### config.mk
export PLATFORM = sky130hd
export DESIGN_NAME = cdb_arbiter
export DESIGN_NICKNAME = d
export VERILOG_FILES = /design/src/rtl/data_types_pkg.sv /design/src/rtl/cdb_arbiter_slot.sv /design/src/rtl/cdb_arbiter.sv
export SDC_FILE = /design/constraint.sdc
export NUM_CORES = 1
export LEC_CHECK = 0
export ABC_CLOCK_PERIOD_IN_PS = 6900
export BUFFER_PORTS_ARGS = -buffer_cell sky130_fd_sc_hd__buf_2
export CAP_MARGIN = 40
export CORE_ASPECT_RATIO = 0.5
export CORE_MARGIN = 5
export CORE_UTILIZATION = 53
export CTS_CLUSTER_SIZE = 16
export DETAILED_ROUTE_END_ITERATION = 12
export PLACE_DENSITY = 0.84
export SKIP_LAST_GASP = 1
export SYNTH_ARGS = -nofsm -noshare
export SYNTH_HDL_FRONTEND = slang
export SYNTH_SLANG_ARGS = --single-unit
### constraint.sdc
create_clock -name clk_i -period 6.9 [get_ports clk_i]
set_clock_uncertainty 0.15 [all_clocks]
set_input_delay 1.035 -clock clk_i [delete_from_list [all_inputs] [get_ports clk_i]]
set_output_delay 1.035 -clock clk_i [all_outputs]
set_load 0.01 [all_outputs]
### src/rtl/data_types_pkg.sv
// Shared datapath types for the reservation stations and the common data bus.
// The CDB arbiter adds only its source count here.
package data_types;

   typedef logic [31:0] word32_t;

   typedef enum logic [2:0] {
      NO_VAL = 3'd0,
      ALU_1  = 3'd1,
      ALU_2  = 3'd2,
      ALU_3  = 3'd3,
      MUL_1  = 3'd4,
      MUL_2  = 3'd5,
      LD_1   = 3'd6,
      LD_2   = 3'd7
   } rs_tag_t;

   typedef struct packed {
      rs_tag_t tag;
      word32_t val;
   } cdb_t;

   localparam int NUM_CDB_SRC = 4;

endpackage

### src/rtl/cdb_arbiter_slot.sv
// One-entry result holding register for a single functional unit.
// The slot frees itself when granted and may refill on that same edge.
module cdb_slot
   import data_types::*;
(
   input  logic    clk_i,
   input  logic    reset_i,
   input  logic    i_valid,
   input  rs_tag_t i_tag,
   input  word32_t i_val,
   input  logic    i_grant,
   output logic    o_ready,
   output logic    o_held,
   output cdb_t    o_data
);

   logic r_held;
   cdb_t r_data;
   logic w_accept;

   assign o_ready  = !r_held | i_grant;
   assign w_accept = i_valid & o_ready & (i_tag != NO_VAL);
   assign o_held   = r_held;
   assign o_data   = r_data;

   // A new accept wins over a grant so a lone source streams one result per cycle.
   always_ff @(posedge clk_i or posedge reset_i) begin
      if (reset_i) begin
         r_held <= 1'b0;
         r_data <= '{tag: NO_VAL, val: 32'd0};
      end else if (w_accept) begin
         r_held <= 1'b1;
         r_data <= '{tag: i_tag, val: i_val};
      end else if (i_grant) begin
         r_held <= 1'b0;
      end
   end

endmodule

### src/rtl/cdb_arbiter.sv
// Buffers one finished result per functional unit and broadcasts at most one
// per cycle on the common data bus, chosen round-robin among held slots.
module cdb_arbiter
   import data_types::*;
#(
   parameter int NUM_SRC = NUM_CDB_SRC
) (
   input  logic               clk_i,
   input  logic               reset_i,
   input  logic [NUM_SRC-1:0] src_valid_i,
   input  rs_tag_t            src_tag_i [NUM_SRC],
   input  word32_t            src_val_i [NUM_SRC],
   output logic [NUM_SRC-1:0] src_ready_o,
   output cdb_t               cdb_o,
   output logic [NUM_SRC-1:0] cdb_grant_o
);

   localparam int IDX_W = $clog2(NUM_SRC);

   logic [IDX_W-1:0]   r_rr_ptr;
   logic [NUM_SRC-1:0] w_held;
   logic [NUM_SRC-1:0] w_grant;
   logic [IDX_W-1:0]   w_gnt_idx;
   logic               w_found;
   int                 w_cand;
   cdb_t               w_slot_data [NUM_SRC];

   genvar g;
   generate
      for (g = 0; g < NUM_SRC; g++) begin : g_slot
         cdb_slot u_slot (
            .clk_i   (clk_i),
            .reset_i (reset_i),
            .i_valid (src_valid_i[g]),
            .i_tag   (src_tag_i[g]),
            .i_val   (src_val_i[g]),
            .i_grant (w_grant[g]),
            .o_ready (src_ready_o[g]),
            .o_held  (w_held[g]),
            .o_data  (w_slot_data[g])
         );
      end
   endgenerate

   // Search starts one past the last winner so every held slot wins within NUM_SRC cycles.
   always_comb begin
      w_grant   = '0;
      w_gnt_idx = '0;
      w_found   = 1'b0;
      w_cand    = 0;
      for (int k = 1; k <= NUM_SRC; k++) begin
         w_cand = (int'(r_rr_ptr) + k) % NUM_SRC;
         if (!w_found && w_held[IDX_W'(w_cand)]) begin
            w_found   = 1'b1;
            w_gnt_idx = IDX_W'(w_cand);
         end
      end
      if (w_found) begin
         w_grant[w_gnt_idx] = 1'b1;
      end
   end

   // Bus mux: idle bus carries NO_VAL with a zero value.
   always_comb begin
      cdb_o = '{tag: NO_VAL, val: 32'd0};
      if (w_found) begin
         cdb_o = w_slot_data[w_gnt_idx];
      end
   end

   assign cdb_grant_o = w_grant;

   // Pointer reset to the last index makes source 0 the first winner.
   always_ff @(posedge clk_i or posedge reset_i) begin
      if (reset_i) begin
         r_rr_ptr <= IDX_W'(NUM_SRC - 1);
      end else if (w_found) begin
         r_rr_ptr <= w_gnt_idx;
      end
   end

endmodule

# After elaboration in Yosys (flattened, before gate mapping)
# Index checks and enable logic that the tools add are counted.
# totals
reg_bits,146
input_bits,146
output_inout_bits,43
wordCells,91
# op_classes
n_addsub,4
order_cmp,7
muxes,35
bitwise_logic,13
reduce_logical,19
# ops
cell,n
35-bit 2-to-1 mux,3
35-bit binary-select mux with 2-bit select,1
1-bit 2-to-1 mux,21
"2-bit by 4-bit < comparator with 1-bit output, second input constant",4
3-bit nonzero test,4
1-bit bitwise AND,8
1-bit binary-select mux with 2-bit select,4
2-bit 2-to-1 mux,4
2-bit nonzero test,4
1-bit logical NOT,7
"2-bit by 1-bit adder with 2-bit output, second input constant",2
"2-bit adder, second input constant",2
1-bit logical AND,4
4-bit 2-to-1 mux,1
1-bit OR,4
"3-bit >= comparator, second input constant",1
"2-bit by 3-bit < comparator with 1-bit output, second input constant",1
2-bit NOT with 3-bit output,1
1-bit demux with 2-bit select,1
"2-bit by 1-bit >= comparator with 1-bit output, second input constant",1

# Longest topological paths before layout
# Gate-level depths: netlist of run 1.
# depth
depth_word,23
ltp_mapped,9
depth_no_buf,5

# Cells and area by module
# A second synthesis of run 1 with hierarchy kept.
# unflattened
hier_cells,455
hier_area_um2,6954.2
# modules_own_cells
mod,n_inst,cells_each,area_each_um2,seq_area_each_um2
cdb_slot,4,78,1368.8,900.9
cdb_arbiter,1,143,1478.9,52.6

# Worst setup path after synthesis of run 1
# OpenSTA, ideal clock, no wires.
# synth_path
kind,reg2out
from,register r_rr_ptr[1]
to,output cdb_o[11] (netlist bit)
arrival_ps,1901
t_required_ps,5715
slack_ps,3814
path_stages_with_launch,9
path_buffers,3
cell_sequence,dfstp_2 > buf_6 > mux2_4 > a32o_1 > a21oi_2 > buf_6 > buf_8 > mux2i_1 > o22ai_1
# synth_lines
element,line_no,rtl
start: declaration,cdb_arbiter.sv:20,logic [IDX_W-1:0] r_rr_ptr;
start signal: assignment,cdb_arbiter.sv:76,r_rr_ptr <= IDX_W'(NUM_SRC - 1);
start signal: assignment,cdb_arbiter.sv:78,r_rr_ptr <= w_gnt_idx;
end: declaration,cdb_arbiter.sv:14,"output cdb_t cdb_o,"

==> results of run 1 <==
placed cells by master, fill, tap and decap left out, drive strengths merged, types with 3 or more instances in the layout:
cell type  instances
bufinv             3
buf              197
o21ai              5
a21oi              6
nand2              8
mux2i             70
nor2               7
a32o               5
dfrtp            144
inv                6
mux2             137
clkbuf            22
o22ai             39
clkinv             6
stage by stage:
stage / power [W] / hold WS, ps / setup WS, ps
2_1_floorplan: 0.00352 / 307 / 1800
3_3_place_gp: 0.00403 / 317 / 2420
3_5_place_dp: 0.00419 / 324 / 2560
4_1_cts: 0.00516 / 338 / 2130
5_1_grt: 0.00545 / 350 / 1960
6_report: 0.00513 / 335 / 2110
final cells by class:
class	count	area share [%]
repair buffers	197	12.6
well taps	170	2.51
clock buffers	22	5.84
flip-flops and latches	146	43.2
multi-input cells	294	34.0
clock inverters	9	1.51
inverters	6	0.325
worst paths after layout:
kind	endpoint	slack, ps
setup / recovery	cdb_o[20]	2110
hold / removal	g_slot[3].u_slot.o_data[13]	330
setup reg to reg	g_slot[1].u_slot.o_data[31]	4200
hold reg to reg	g_slot[3].u_slot.o_data[13]	330
max in group asynchronous	g_slot[1].u_slot.o_data[32]	4630
min in group asynchronous	g_slot[1].u_slot.o_data[23]	610
state kept, by name, summed over array words and instances, names as in the netlist:
name	flops
g_slot.u_slot.o_data	140
g_slot.u_slot.o_held	4
r_rr_ptr	2
worst register-to-register path, stage by stage (launching register included):
cell	delay (ps)
dfstp_2	650
inv_1	160
nor2_1	260
o221ai_4	190
o311ai_4	250
buf_4	520
mux2_2	420
where the power goes:
part | total [W] | leakage (nW) | internal [W] | switching [W]
registers | 0.00158 | 1.71 | 0.00130 | 0.000274
logic | 0.00258 | 2.01 | 0.00125 | 0.00133
clock network | 0.000965 | 0.312 | 0.000615 | 0.000350
total | 0.00513 | 4.03 | 0.00317 | 0.00195
metal layers:
| layer | share of wire (%) | GRT usage (%) |
|---|---|---|
| met5 | 0 | 0 |
| met4 | 1.4 | 5.93 |
| met3 | 4.7 | 4.37 |
| met2 | 51 | 36.0 |
| met1 | 43 | 28.7 |
cells by family after synthesis:
group | synth area share, %
mux | 32.7
flops | 53.1
buf+inv | 5.46
simple gates | 1.27
compound gates | 7.46
==> flow_summary.ini, run 1 <==
[timing]
relSlewSlack_pct = 45.6
fin_crit_ps = 4790
max_freq_mhz = 209
tns_ps = 0
grt_setup_unrepaired = false
hold_viol = 0
setup_viol = 0
worstMarginPinSlew_ps = 817
fin_crit_sh_pct = 69.5
slew_viol_final = 0

[floorplanning]
die_h_um = 90.6
die_area_sq_mm = 0.0155
initial_core_util_pct = 54.2
rows = 29
coreArea_sq_mm = 0.0127
die_w_um = 171
io_pins = 189

[critical_path]
cp-startpoint = r_rr_ptr[1]
cp.depth = 8
worstRegToRegCells = 6
slowest_stage = dfstp_2
path_buf_inv = 3
path_cells = mux2_4, a32o_1, a21oi_4, buf_4, buf_16, mux2i_1, o22ai_1, buf_2
crit_required_ps = 5710
slowest_delay_ps = 650
criticalPathCategory = flop to output port
worstPathArrival_ps = 3610
startpoint_type = flop
crit_fanout = 34
r2r-start = r_rr_ptr[1]
critPathCaptureType = output port
crit_family = buffers and inverters

[cts]
postCtsResizedCells = 0
cts-root-buf = clkbuf_16
htree_num_levels = 4
cts_tree = yes
post-cts-setup-buffers = 0
clkSinkCount = 146
cts_inserted_buffers = 17
clk_path_buf_depth = 2
clkTransAtPathRegs_ps = 60
clock_latency_ps = 400
holdBufCountCts = 0

[placed_design]
post-place-cells = 813
placed_cell_area_sq_mm = 0.00785
place.gp.congestion = 0.783
io_buffers = 188
hpwl_um = 11400

[outcome]
status = complete, no violations

[logic_synthesis]
yosys-top-cells-count = dfrtp_1, mux2_2, mux2i_1
synth_largest_area_cell = dfrtp_1
synth_edf_count = 0
yosysSeqAreaShare_pct = 53.1
ys_ff_latch = 146
ys_async_sr_fraction_pct = 100
synth_nets = 633
syn_inst = 487
netlist_top_cells_area = dfrtp_1, mux2_2, mux2i_1, mux2_1, o22ai_1
ys.warnings.count = 0
ys.flop_type = dfrtp_1
synth_cell_types = 38
yosysMostFrequentCell = dfrtp_1
syn_area_sq_mm = 0.00688
yosys.area.top_type_share_pct = 52.4
syn_avg_cell_area_sq_um = 14.1

[grt]
grt_first_pass_wirelength_um = 26600
grtUsageTotal_pct = 21.5
grt_max_degree = 84
grt.overflow.total = 0
grt_pass1_vias = 5072
antenna_found_initial = 0

[routing]
first_pass_iters = 4
wl_per_cell_um = 19.5
ant_nets = 0
drt-initial-drc-count = 307
post-route-drc-count = 0
via_per_inst = 5.55
num_vias = 4683
wl_um = 16500

[cells_and_area]
n_antenna_cell = 0
regArea_sq_mm = 0.00366
fin_area_sq_mm = 0.00847
layout-drive-gt1-share_pct = 47.5
nets = 808
multiInputGateArea_sq_mm = 0.00288
fin_cells = 844
fillers = 944
syn_to_final_growth_pct = 23.1
fin_util_pct = 66.7

[power]
ir_worst_vdd_uv = 410
power_density_mw_per_mm2 = 605
leakage_nw = 4.03

[hold_path]
hp-class = flop to flop
worstHoldStart = g_slot[3].u_slot.o_data[13]
hold_depth = 1

[flow_run]
cap_violations = 0
(Power assumes the default switching activity.)
==> inputs of run 2 (changes only) <==
--- a/config.mk
+++ b/config.mk
@@ -5,7 +5,7 @@
 export SDC_FILE = /design/constraint.sdc
 export NUM_CORES = 1
 export LEC_CHECK = 0
-export ABC_CLOCK_PERIOD_IN_PS = 6900
+export ABC_CLOCK_PERIOD_IN_PS = 4500
 export BUFFER_PORTS_ARGS = -buffer_cell sky130_fd_sc_hd__buf_2
 export CAP_MARGIN = 40
 export CORE_ASPECT_RATIO = 0.5
==> constraint.sdc (replaced) <==
create_clock -name clk_i -period 4.5 [get_ports clk_i]
set_clock_uncertainty 0.15 [all_clocks]
set_input_delay 0.675 -clock clk_i [delete_from_list [all_inputs] [get_ports clk_i]]
set_output_delay 0.675 -clock clk_i [all_outputs]
set_load 0.01 [all_outputs]
==> run 2 against run 1 <==
Design area rose by 0.24%; global-route usage rose by 0.47 points; hold slack got worse by 280 ps; critical endpoint is now cdb_o[28]; setup slack got worse by 1400 ps; via count rose by 0.92%; combinational power rose by 53%; flip-flop and latch count did not move.
==> flow_summary.ini, run 2 (synthesized netlist as in run 1, its figures left out) <==
[outcome]
status = complete, no violations

[timing]
worstMarginPinSlew_ps = 828
max_freq_mhz = 264
relSlewSlack_pct = 44.6
fin_crit_ps = 3780
setup_viol = 0
slew_viol_final = 0
worst_hold_slack_ps = 53.4
fin_crit_sh_pct = 84.1
tns_ps = 0
grt_setup_unrepaired = false
hold_viol = 0

[cts]
cts_inserted_buffers = 17
htree_num_levels = 4
postCtsResizedCells = 0
cts_tree = yes
clkTransAtPathRegs_ps = 70
clock_latency_ps = 400
clkSinkCount = 146
cts-root-buf = clkbuf_16
post-cts-setup-buffers = 0
clk_path_buf_depth = 2
holdBufCountCts = 0

[power]
leakage_nw = 4.01
ir_worst_vdd_uv = 590
power_density_mw_per_mm2 = 924

[critical_path]
worst-r2r-setup-slack_ps = 1800
crit_required_ps = 3670
worstPathArrival_ps = 2960
startpoint_type = flop
crit_fanout = 38
critPathCaptureType = output port
criticalPathCategory = flop to output port

[grt]
grt_pass1_vias = 5334
grt_max_degree = 101
grt_first_pass_wirelength_um = 27000
antenna_found_initial = 1
grt.overflow.total = 0
grtUsageTotal_pct = 22.0

[cells_and_area]
fin_cells = 848
fillers = 944
nets = 810
layout-drive-gt1-share_pct = 47.6
largest_reg_flops = 140
syn_to_final_growth_pct = 23.4
layout_common_cells = buf_2, dfrtp_1, mux2_2
final_common_cell = buf_2

[routing]
ant_nets = 0
via_per_inst = 5.57
highest_layer = met4
wl_met1_um = 6710
post-route-drc-count = 0
first_pass_iters = 5
wl_met3_um = 709
wl_um = 16500
wl_per_cell_um = 19.4
drt-initial-drc-count = 241
wl_met2_um = 8710
num_vias = 4726

[hold_path]
hp-class = primary input to asynchronous set/reset pin

[placed_design]
io_buffers = 188
hpwl_um = 11800
place.gp.congestion = 0.790
post-place-cells = 815

[floorplanning]
die_w_um = 171
initial_core_util_pct = 54.2
coreArea_sq_mm = 0.0127
die_area_sq_mm = 0.0155
rows = 29
die_h_um = 90.6
io_pins = 189

[flow_run]
cap_violations = 0
==> run 2: changes by cell type in the layout (fill, tap and decap cells not counted), moves of 2 or more <==
| cell | before | now |
|---|---|---|
| clkbuf_8 | 5 | 1 |
| buf_16 | 3 | 1 |
| clkinv_2 | 4 | 0 |
| clkinvlp_4 | 0 | 5 |
| inv_6 | 1 | 5 |
| buf_12 | 0 | 4 |
==> run 2: worst max-delay path, cell delays in order, from the launching register on <==
cell and delay, ps:
dfstp_2 650, mux2_4 320, a32o_1 250, a21oi_4 140, buf_4 540, mux2i_1 340, o22ai_1 110, buf_2 150
==> run 2: where the power goes <==
part	internal, W	switching (W)	leakage [nW]
Sequential	0.00200	0.000427	1.71
Combinational	0.00191	0.00204	2.02
Clock	0.000898	0.000568	0.288
==> run 2: layout make-up <==
class / instances / area (sq um) / share of cell area (%)
Sequential cell: 146 / 3660 / 43.1
Multi-Input combinational cell: 294 / 2880 / 33.9
Timing Repair Buffer: 199 / 1090 / 12.9
Clock buffer: 19 / 443 / 5.22
Tap cell: 170 / 213 / 2.51
Clock inverter: 13 / 173 / 2.03
Inverter: 6 / 26.3 / 0.310
Antenna cell: 1 / 2.50 / 0.0295
==> run 2: per-stage QoR <==
step	instance area (sq um)	power, W	setup slack [ps]	util (%)
6_report	8490	0.00784	715	66.8
5_1_grt	8490	0.00834	625	66.8
4_1_cts	8490	0.00791	745	66.8
3_5_place_dp	7870	0.00641	1190	62.0
3_3_place_gp	7800	0.00618	1220	61.4
2_1_floorplan	6880	0.00540	1770	-
==> run 2: final timing paths <==
check                                      startpoint                     endpoint  cells past startpoint
setup / recovery                          r_rr_ptr[1]                    cdb_o[28]                      7
hold / removal                                reset_i  g_slot[0].u_slot.o_data[18]                      2
setup reg to reg                          r_rr_ptr[0]  g_slot[0].u_slot.o_data[29]                      6
hold reg to reg            g_slot[3].u_slot.o_data[4]   g_slot[3].u_slot.o_data[4]                      1
max in group asynchronous                     reset_i                  r_rr_ptr[1]                      4
min in group clk_i                      src_val_i[89]  g_slot[1].u_slot.o_data[25]                      2
==> run 2: per-layer routing <==
metal  track usage, %  vias up
met1             26.3     2428
li1                 -     2150
met5                0        -
met4             7.84        0
met3             4.94       26
met2             39.0      122
